<file path="src/rtl/map_port_arbiter.sv">
// Two-requester arbiter for the shared combinational map lookup port.
// Tracer (A) and overlay (B) get registered, fixed-latency responses in acceptance order.
module map_port_arbiter #(
  parameter int BITS       = 2,
  parameter int COORD_W    = 4,
  parameter int STARVE_MAX = 15
) (
  input  logic               clk,
  input  logic               reset,
  input  logic               trace_phase,
  input  logic               a_req,
  input  logic [COORD_W-1:0] a_row,
  input  logic [COORD_W-1:0] a_col,
  output logic               a_gnt,
  output logic               a_rvalid,
  output logic [BITS-1:0]    a_rdata,
  input  logic               b_req,
  input  logic [COORD_W-1:0] b_row,
  input  logic [COORD_W-1:0] b_col,
  output logic               b_gnt,
  output logic               b_rvalid,
  output logic [BITS-1:0]    b_rdata,
  output logic [COORD_W-1:0] map_row,
  output logic [COORD_W-1:0] map_col,
  input  logic [BITS-1:0]    map_val
);

  localparam int CNT_W = $clog2(STARVE_MAX + 1);

  typedef enum logic {
    OWN_A = 1'b0,
    OWN_B = 1'b1
  } owner_t;

  owner_t           last;
  owner_t           owner_p0;
  logic             vld_p0;
  logic [CNT_W-1:0] a_cnt;
  logic [CNT_W-1:0] b_cnt;
  logic             a_starved;
  logic             b_starved;
  logic             xfer_a;
  logic             xfer_b;

  function automatic logic [CNT_W-1:0] sat_inc(input logic [CNT_W-1:0] c);
    return (c == CNT_W'(STARVE_MAX)) ? c : c + CNT_W'(1);
  endfunction

  assign a_starved = (a_cnt == CNT_W'(STARVE_MAX));
  assign b_starved = (b_cnt == CNT_W'(STARVE_MAX));

  // Grant is combinational and forced low while reset is asserted.
  always_comb begin
    a_gnt = 1'b0;
    b_gnt = 1'b0;
    if (!reset) begin
      if (a_req && !b_req) begin
        a_gnt = 1'b1;
      end else if (b_req && !a_req) begin
        b_gnt = 1'b1;
      end else if (a_req && b_req) begin
        if (a_starved)             a_gnt = 1'b1;
        else if (b_starved)        b_gnt = 1'b1;
        else if (trace_phase)      a_gnt = 1'b1;
        else if (last == OWN_B)    a_gnt = 1'b1;
        else                       b_gnt = 1'b1;
      end
    end
  end

  assign xfer_a = a_req && a_gnt;
  assign xfer_b = b_req && b_gnt;

  // Arbitration state: pointer moves only on contested transfers.
  always_ff @(posedge clk or posedge reset) begin
    if (reset) begin
      last  <= OWN_B;
      a_cnt <= '0;
      b_cnt <= '0;
    end else begin
      if (a_req && b_req && (xfer_a || xfer_b))
        last <= xfer_b ? OWN_B : OWN_A;
      if (xfer_a)     a_cnt <= '0;
      else if (a_req) a_cnt <= sat_inc(a_cnt);
      if (xfer_b)     b_cnt <= '0;
      else if (b_req) b_cnt <= sat_inc(b_cnt);
    end
  end

  // Stage p0: registered lookup address and owner of the in-flight request.
  always_ff @(posedge clk or posedge reset) begin
    if (reset) begin
      map_row  <= '0;
      map_col  <= '0;
      owner_p0 <= OWN_A;
      vld_p0   <= 1'b0;
    end else begin
      vld_p0 <= xfer_a || xfer_b;
      if (xfer_a) begin
        map_row  <= a_row;
        map_col  <= a_col;
        owner_p0 <= OWN_A;
      end else if (xfer_b) begin
        map_row  <= b_row;
        map_col  <= b_col;
        owner_p0 <= OWN_B;
      end
    end
  end

  // Stage p1: capture the cell value for the owner; the other requester's data holds.
  always_ff @(posedge clk or posedge reset) begin
    if (reset) begin
      a_rvalid <= 1'b0;
      b_rvalid <= 1'b0;
      a_rdata  <= '0;
      b_rdata  <= '0;
    end else begin
      a_rvalid <= vld_p0 && (owner_p0 == OWN_A);
      b_rvalid <= vld_p0 && (owner_p0 == OWN_B);
      if (vld_p0 && (owner_p0 == OWN_A)) a_rdata <= map_val;
      if (vld_p0 && (owner_p0 == OWN_B)) b_rdata <= map_val;
    end
  end

endmodule
</file>
<file path="config.mk">
export PLATFORM = sky130hd
export DESIGN_NAME = map_port_arbiter
export DESIGN_NICKNAME = d
export VERILOG_FILES = /design/src/rtl/map_port_arbiter.sv
export SDC_FILE = /design/constraint.sdc
export NUM_CORES = 1
export LEC_CHECK = 0
export BUFFER_PORTS_ARGS = -buffer_cell sky130_fd_sc_hd__buf_2
export CORE_MARGIN = 3
export CORE_UTILIZATION = 35
export CTS_BUF_LIST = sky130_fd_sc_hd__clkbuf_8
export CTS_CLUSTER_DIAMETER = 80
export DETAILED_ROUTE_END_ITERATION = 12
export PLACE_DENSITY = 0.65
export SYNTH_ARGS = -nofsm -noshare
export SYNTH_HDL_FRONTEND = slang
export SYNTH_SLANG_ARGS = --single-unit
export TNS_END_PERCENT = 100
</file>
<file path="constraint.sdc">
create_clock -name clk -period 2.4 [get_ports clk]
set_input_delay 0.24 -clock clk [delete_from_list [all_inputs] [get_ports clk]]
set_output_delay 0.24 -clock clk [all_outputs]
set_load 0.005 [all_outputs]
</file>
==> impl_metrics.toml, run 1 <==
[final_layout]
final_area_um2 = 1450
area.growth.synth_to_final_pct = 24.7
antenna_cells = 0
layout.nets = 166
drive_gt1_share_pct = 37.1
final_cells = 184

[grt]
first_global_vias = 951
grt_pass1_wl_mm = 4.20
grt_max_degree = 20
grt_util_all_layers_pct = 13.1
grt_remaining_overflow = 0
antenna_found_initial = 0

[floorplan]
ios = 39
die_w_um = 63.5
dieArea_um2 = 4040
core_um2 = 3100
start_util_pct = 37.3
die_y_um = 63.5
row_count = 20

[sta]
clock.fmax_ghz = 0.458
clock-skew-final_ns = 0.00372
finalHoldViolCount = 0
worstMarginPinSlew_ns = 0.467
slew_viol_final = 0
fin_crit_ns = 2.18
grt_setup_unrepaired = "no"
slew_headroom_pct = 68.9
hold-worst-slack_ns = 0.200
fin_tns_setup_ns = 0
period_share_pct = 91.0
setup_viol = 0

[power_and_ir_drop]
totalPowerFinal_uw = 1070
p_leak_uw = 0.000790
vdd_drop_max_v = 0.000294
cellPowerDensity_nw_per_um2 = 741

[drt]
routed_via_density = 4.91
wl_mm = 2.43
wl_per_cell_um = 13.2
drtAntennaViolNets = 0
drt_iter0_markers = 28
drtPass1Iterations = 4
vias = 903
post-route-drc-count = 0

[clock_tree]
cts.reportedPaths.clkPinSlew_ns = 0.09
root_buffer = "clkbuf_8"
post_cts.repair.setup_buffers = 0
worstSkewPairLatency_ns = 0.27
numCtsBuffers = 3
cts_sinks = 25
cts_resized = 0
max-clock-path-buffers = 2
cts_tree = "done"
cts.htree.levels = 1

[synth]
synthAdderAreaFrac_pct = 2.16
yosysWarnings = 0
synth-xor-area-share_pct = 3.02
seq_area_frac_synth_pct = 54.1
syn_nets = 124
synth-simple-area-share_pct = 11.2
syn_area_um2 = 1160
synth.area.mux_share_pct = 4.75
synth_top_area_share_pct = 51.8
synth_top_family_by_area = "compound AO/OA/AOI/OAI gates"
yosys-top-cells-area = "dfrtp_1 52%, o211a_1 7.8%, a221o_1 6.9%"
synth-edff-count = 0
synth_top_area_cell = "dfrtp_1"
async_flop_share_pct = 100
synth_seq_cells = 25
yosysMostFrequentCell = "dfrtp_1"
synthTopCellsByCount = "24 x dfrtp_1, 9 x o211a_1, 8 x a221o_1"
yosys.cell_types.count = 27
syn_area_per_cell_um2 = 11.7
ys.flop_type = "dfrtp_1"
syn_inst = 99
synth_compound_area_share_pct = 20.3

[critical_path]
arrival_ns = 1.94
critPathLaunchType = "input pin"
cp-end-kind = "primary output"
worst-path-max-fanout = 10
crit_type = "in2out"
required_ns = 2.16

[placement]
dpl_cell_area_um2 = 1390
dp.cells = 179
port-buffer-count = 38
dp_hpwl_mm = 1.89
gp_congestion = 0.759

[status]
status = "completed"

[worst_hold_path]
holdCritPathClass = "in2reg"

[job]
drv_cap = 0
-- worst max-delay path: stages --
cell and delay (ns):
dlygate4sd3_1 0.53, buf_2 0.16, inv_1 0.30, nand2_2 0.23, nor2_2 0.31, buf_2 0.17
-- stage by stage --
step | utilization, % | setup WS (ns)
2_1_floorplan | - | 0.702
5_1_grt | 46.6 | 0.0476
4_1_cts | 46.6 | 0.196
3_5_place_dp | 44.7 | 0.532
3_3_place_gp | 44.7 | 0.585
6_report | 46.6 | 0.216
-- layer usage --
layer / GRT usage [%] / wire length (µm) / up-vias
li1: - / - / 450
met1: 16.1 / 1080 / 424
met2: 22.6 / 1210 / 25
met3: 2.85 / 121 / 4
met4: 4.04 / 19 / 0
met5: 0 / 0 / -
-- state kept, by name, indices dropped and copies added (netlist names), 2 cells and up --
register,flops
a_cnt,4
b_cnt,4
map_col,4
map_row,4
a_rdata,2
b_rdata,2
-- cell type report --
class,count,area (µm²)
fill,327,1660
sequential,25,627
multi-input combinational,65,480
timing repair buffer,41,215
tap,44,55.1
clock buffer,3,41.3
inverter,5,18.8
clock inverter,1,7.51
-- timing repair --
action,4_1_cts,5_1_grt
endpoints found under the hold margin,7,0
endpoints found under the setup margin,0,0
hold buffers,1,0
-- kinds of logic after synthesis --
group                    count (synthesis)
flip-flops                              25
adder cells (fa/ha/maj)                  2
multiplexers                             5
buffers and inverters                    9
AND/OR/NAND/NOR                         26
XOR/XNOR                                 4
AO/OA/AOI/OAI                           28
-- power by group --
group	switching (µW)	internal, µW	total, µW
Sequential	63.0	511	574
Combinational	117	131	247
Clock	132	117	249
-- placed cells by master, fill, tap and decap left out, types with 2 or more instances in the layout --
cell       n
nor2_1     6
buf_2     38
clkbuf_8   3
a221o_1    8
nand3_1    6
and3_1     3
a21oi_1    4
buf_4      2
o211a_1    9
mux2_2     4
xor2_1     3
inv_1      5
ha_1       2
o21ai_0    3
nand2_1    6
dfrtp_1   24
-- path summary, 6_finish.rpt --
| path | from | endpoint | slack [ns] | depth (start not counted) |
|---|---|---|---|---|
| max in group asynchronous | reset | last$_DFFE_PP1P_ | 1.23 | 4 |
| setup / recovery | reset | a_gnt | 0.22 | 6 |
| setup reg to reg | b_cnt[0]$_DFFE_PP0P_ | map_col[2]$_DFFE_PP0P_ | 0.51 | 6 |
| min in group asynchronous | reset | map_col[1]$_DFFE_PP0P_ | 0.54 | 3 |
| hold / removal | a_col[1] | map_col[1]$_DFFE_PP0P_ | 0.20 | 2 |
| hold reg to reg | last$_DFFE_PP1P_ | last$_DFFE_PP1P_ | 0.49 | 2 |
Note: power is estimated with default switching activity, not from simulation.
==> inputs of run 2 (changes only) <==
--- a/config.mk
+++ b/config.mk
@@ -5,13 +5,14 @@
 export SDC_FILE = /design/constraint.sdc
 export NUM_CORES = 1
 export LEC_CHECK = 0
+export ABC_AREA = 1
 export BUFFER_PORTS_ARGS = -buffer_cell sky130_fd_sc_hd__buf_2
 export CORE_MARGIN = 3
 export CORE_UTILIZATION = 35
 export CTS_BUF_LIST = sky130_fd_sc_hd__clkbuf_8
 export CTS_CLUSTER_DIAMETER = 80
 export DETAILED_ROUTE_END_ITERATION = 12
-export PLACE_DENSITY = 0.65
+export PLACE_DENSITY = 0.64
 export SYNTH_ARGS = -nofsm -noshare
 export SYNTH_HDL_FRONTEND = slang
 export SYNTH_SLANG_ARGS = --single-unit
==> run 2 against run 1 <==
Combinational power rose by 13%. Critical path type is now reg2out. Global-route usage fell by 0.35 points. Synthesized cell count rose by 60%. Utilization fell by 1.1 points. Largest power group unchanged. Largest cell class unchanged. Die area rose by 12%.
==> impl_metrics.toml, run 2 <==
[drt]
wl_mm = 2.64
vias = 1117
drt_iter0_markers = 63
routed_via_density = 4.56
drtAntennaViolNets = 0
drtPass1Iterations = 4
post-route-drc-count = 0
wl_per_cell_um = 10.8

[synth]
synth_top_area_cell = "dfrtp_1"
synthAdderAreaFrac_pct = 1.91
yosysWarnings = 0
syn_nets = 183
synth-xor-area-share_pct = 1.34
synth-simple-area-share_pct = 32.2
synth.area.mux_share_pct = 0
syn_area_per_cell_um2 = 8.28
yosys.cell_types.count = 23
synth_seq_cells = 25
synth_compound_area_share_pct = 4.69
synth_top_family_by_area = "simple AND/OR/NAND/NOR gates"
syn_area_um2 = 1310
synthTopCellsByCount = "31 x nand2_1, 29 x inv_1, 28 x nand3_1"
ys.flop_type = "dfrtp_1"
async_flop_share_pct = 100
syn_inst = 158
synth-edff-count = 0
yosys-top-cells-area = "dfrtp_1 46%, nand3_1 11%, nand2_1 8.9%"
yosysMostFrequentCell = "nand2_1"
seq_area_frac_synth_pct = 47.9
synth_top_area_share_pct = 45.9

[clock_tree]
worstSkewPairLatency_ns = 0.26
cts_tree = "done"
cts_sinks = 25
root_buffer = "clkbuf_8"
numCtsBuffers = 3
cts.htree.levels = 1
cts.reportedPaths.clkPinSlew_ns = 0.09
hold_buffers = 0
post_cts.repair.setup_buffers = 0
max-clock-path-buffers = 2
cts_resized = 0

[final_layout]
antenna_cells = 0
area.growth.synth_to_final_pct = 20.6
final_cell_mix = "38 x buf_2, 31 x nand2_1, 30 x inv_1"
final_common_cell = "buf_2"
layout.nets = 225
drive_gt1_share_pct = 31.7
final_cells = 245
final_area_um2 = 1580

[critical_path]
reg2reg_slack_ns = 0.95
reg2reg_depth = 8
crit_chain = "ha_1, nand3_2, nand2_2, nand3_4, nand2_4, inv_2, buf_2"
required_ns = 2.16
worst_path_max_delay_cell = "dfrtp_1"
worst-path-max-fanout = 12
crit_type = "reg2out"
arrival_ns = 1.59
rr_endpoint = "map_row[0]$_DFFE_PP0P_"
cp-end-kind = "primary output"
critical_path.max_stage_delay_ns = 0.40
timing.rr.start = "b_cnt[0]$_DFFE_PP0P_"
critPathLaunchType = "flop"

[sta]
grt_setup_unrepaired = "no"
setup_ws_ns = 0.568
slew_viol_final = 0
clock.fmax_ghz = 0.546
setup_viol = 0
clock-skew-final_ns = 0.00853
worstMarginPinSlew_ns = 0.414
finalHoldViolCount = 0
fin_tns_setup_ns = 0
fin_crit_ns = 1.83
slew_headroom_pct = 72.4
period_share_pct = 76.3

[placement]
gp_congestion = 0.794
pre_cts_ws_ns = 0.786
port-buffer-count = 38
dp.cells = 241
dp_hpwl_mm = 2.10
dpl_cell_area_um2 = 1530

[floorplan]
row_count = 21
die_y_um = 67.1
ios = 39
core_um2 = 3470
die_w_um = 67.1
dieArea_um2 = 4510
start_util_pct = 37.7

[power_and_ir_drop]
vdd_drop_max_v = 0.000289
p_leak_uw = 0.000926
cellPowerDensity_nw_per_um2 = 699

[grt]
grt_remaining_overflow = 0
grtUsageMet1_pct = 16.5
first_global_vias = 1076
grt_util_met2_pct = 21.5
grt_pass1_wl_mm = 4.53
antenna_found_initial = 0
grt_util_all_layers_pct = 12.7
busiest_layer = "met2"
grt_max_degree = 26
met3_usage_pct = 2.70

[status]
status = "completed"

[job]
drv_cap = 0

[worst_hold_path]
holdCritPathClass = "in2async"
## run 2: cell count changes in the layout (fill, tap and decap cells not counted), moves of 2 or more
cell,delta
inv_1,+25
nand2_1,+25
nand3_1,+22
nand2_2,+9
o211a_1,-9
a221o_1,-8
mux2_2,-4
o21ai_0,+4
inv_2,+3
a21oi_1,-2
and3_1,-2
nand3_2,+2
nor3_1,+2
## run 2: power by group
group          switching (µW)  internal (µW)  total (µW)
clock network             123            114         237
logic                     152            127         279
registers                70.7            516         586
total                     346            756        1100
## run 2: cell families after synthesis
logic type	count (synthesis)
xor gates and xnor gates	2
AOI/OAI and AO/OA	10
adders and majority gates	2
DFF	25
buffers and inverters	35
and+or+nand+nor	84
## run 2: cell type report
class / count / area, µm²
Multi-Input combinational cell: 98 / 524
Clock buffer: 3 / 41.3
Sequential cell: 25 / 627
Inverter: 33 / 125
Fill cell: 382 / 1890
Tap cell: 46 / 57.6
Timing Repair Buffer: 39 / 198
Clock inverter: 1 / 3.75
## run 2: through the flow
step	total power, µW	utilization [%]	hold WS [ns]
global route	1200	45.5	0.0877
finish	1100	45.5	0.0617
CTS	1120	45.5	0.0617
floorplan	773	-	0.275
detailed placement	877	44.2	0.354
global placement	869	44.2	0.355
## run 2: worst max-delay path, delay by kind of cell (launching register included)
family                     cells  cell delay, ns
adders and majority gates      1            0.22
and+or+nand+nor                4            0.54
DFF                            1            0.40
buffers and inverters          2            0.18
## run 2: how the worst max path moves through the flow
stage | depth (start not counted) | slack [ns] | to | start
2_1_floorplan | 6 | 0.71 | a_gnt | reset
3_3_place_gp | 7 | 0.82 | a_gnt | reset
3_5_place_dp | 7 | 0.79 | a_gnt | reset
4_1_cts | 7 | 0.55 | a_gnt | b_cnt[0]$_DFFE_PP0P_
5_1_grt | 7 | 0.44 | a_gnt | b_cnt[0]$_DFFE_PP0P_
6_report | 7 | 0.57 | a_gnt | b_cnt[0]$_DFFE_PP0P_
## run 2: per-layer routing
| metal | vias to the layer above | wire length (µm) | part of all wire, % |
|---|---|---|---|
| met5 | - | 0 | 0 |
| met4 | 0 | 25 | 0.95 |
| met3 | 2 | 120 | 4.5 |
| met2 | 28 | 1260 | 48 |
| met1 | 514 | 1230 | 47 |
| li1 | 573 | - | - |
==> inputs of run 3 (changes only) <==
==> constraint.sdc (replaced) <==
create_clock -name clk -period 1.79 [get_ports clk]
set_input_delay 0.179 -clock clk [delete_from_list [all_inputs] [get_ports clk]]
set_output_delay 0.179 -clock clk [all_outputs]
set_load 0.005 [all_outputs]
==> run 3 against run 2 <==
Combinational power increased by 43%. Sequential cell count stayed put. Setup slack worse by 0.51 ns. Power grew 39%. Via count rose by 0.18%. Non-clock buffer count up 8. First-iteration DRC count is 43% lower. Utilization grew 2.2 points. Largest cell class unchanged.
==> impl_metrics.toml, run 3 (synthesized netlist as in run 2, its figures left out) <==
[clock_tree]
cts.reportedPaths.clkPinSlew_ns = 0.10
worstSkewPairLatency_ns = 0.27
root_buffer = "clkbuf_8"
cts.htree.levels = 1
cts_sinks = 25
max-clock-path-buffers = 2
numCtsBuffers = 3
cts_tree = "done"

[sta]
worstMarginPinSlew_ns = 0.317
slew_headroom_pct = 78.9
hold-worst-slack_ns = 0.180
period_share_pct = 96.7
clock.fmax_ghz = 0.578
finalHoldViolCount = 0
slew_viol_final = 0
clock-skew-final_ns = 0.00723
setup_viol = 0
fin_crit_ns = 1.73

[critical_path]
timing.rr.start = "b_cnt[0]$_DFFE_PP0P_"
crit_type = "reg2out"
worst-path-max-fanout = 6
required_ns = 1.61
arrival_ns = 1.55
reg2reg_depth = 9
rr_endpoint = "map_row[1]$_DFFE_PP0P_"
critPathLaunchType = "flop"
cp-end-kind = "primary output"
reg2reg_slack_ns = 0.27

[worst_hold_path]
holdCritStartpoint = "map_val[1]"
whs_endpoint = "b_rdata[1]$_DFFE_PP0P_"
holdCritPathClass = "in2reg"
holdPathStages = 3

[drt]
routed_via_density = 4.42
drtAntennaViolNets = 0
drtPass1Iterations = 4
wl_mm = 2.81
post-route-drc-count = 0
vias = 1119
wl_per_cell_um = 11.1
drt_iter0_markers = 36

[floorplan]
row_count = 21
die_y_um = 67.1
dieArea_um2 = 4510
core_um2 = 3470
start_util_pct = 37.7
die_w_um = 67.1
ios = 39

[final_layout]
area.sequential_um2 = 627
antenna_cells = 0
layout.nets = 233
final_common_cell = "buf_2"
multi_input_area_um2 = 536
final_area_um2 = 1650
area.growth.synth_to_final_pct = 26.5
fin_util_pct = 47.7
drive_gt1_share_pct = 34.8
fillers = 379
final_cell_mix = "38 x buf_2, 31 x nand2_1, 29 x inv_1"

[placement]
port-buffer-count = 38
dpl_cell_area_um2 = 1540
gp_congestion = 0.750
dp_hpwl_mm = 2.12

[grt]
grt_max_degree = 26
grt_remaining_overflow = 0
grt_util_all_layers_pct = 13.6
antenna_found_initial = 0
grt_pass1_wl_mm = 4.73
first_global_vias = 1075

[power_and_ir_drop]
p_leak_uw = 0.000956
cellPowerDensity_nw_per_um2 = 926
vdd_drop_max_v = 0.000314

[job]
drv_cap = 0

[status]
status = "completed"
run 3: through the flow:
step | power, µW | worst slack [ns] | setup TNS, ns | instances
after global placement | 1170 | 0.347 | 0 | 242
after floorplan | 1040 | 0.222 | 0 | 158
final | 1530 | 0.0589 | 0 | 253
after detailed placement | 1180 | 0.322 | 0 | 242
after global routing | 1650 | -0.0105 | -0.0105 | 253
after CTS | 1530 | 0.0155 | 0 | 247
run 3: repair_timing:
item	CTS	global route
endpoints found under the hold margin	24	0
gates resized for setup	0	2
setup buffers	0	6
endpoints found under the setup margin	0	2
hold buffers	1	0
run 3: worst max-delay path by stage:
stage	startpoint	end	slack, ns
after floorplan	reset	a_gnt	0.22
after global placement	b_cnt[0]$_DFFE_PP0P_	a_gnt	0.35
after detailed placement	b_cnt[0]$_DFFE_PP0P_	a_gnt	0.32
after CTS	b_cnt[0]$_DFFE_PP0P_	a_gnt	0.02
after global routing	b_cnt[1]$_DFFE_PP0P_	b_gnt	-0.01
final	b_cnt[0]$_DFFE_PP0P_	b_gnt	0.06
run 3: worst max-delay path: stages, from the launching register on:
cell and delay [ns]:
dfrtp_1 0.40, ha_2 0.22, nand3_2 0.09, nand2_2 0.10, nand2_1 0.09, a21oi_4 0.23
buf_2 0.15
run 3: cell type report:
type                    count  area share [%]
clock inverters             1           0.454
clock buffers               3            2.50
flip-flops and latches     25            37.9
inverters                  33            7.56
well taps                  46            3.48
repair buffers             47            15.7
multi-input cells          98            32.4
run 3: per-layer routing:
metal  vias up  track usage [%]  wire (µm)
li1        590                -          -
met1       505             17.4       1200
met2        22             22.1       1460
met3         2             3.04        121
met4         0             5.06         25
met5         -                0          0
run 3: power by group:
| part | internal (µW) | switching, µW |
|---|---|---|
| registers | 691 | 93.6 |
| clock network | 158 | 191 |
| logic | 186 | 213 |
| total | 1030 | 497 |
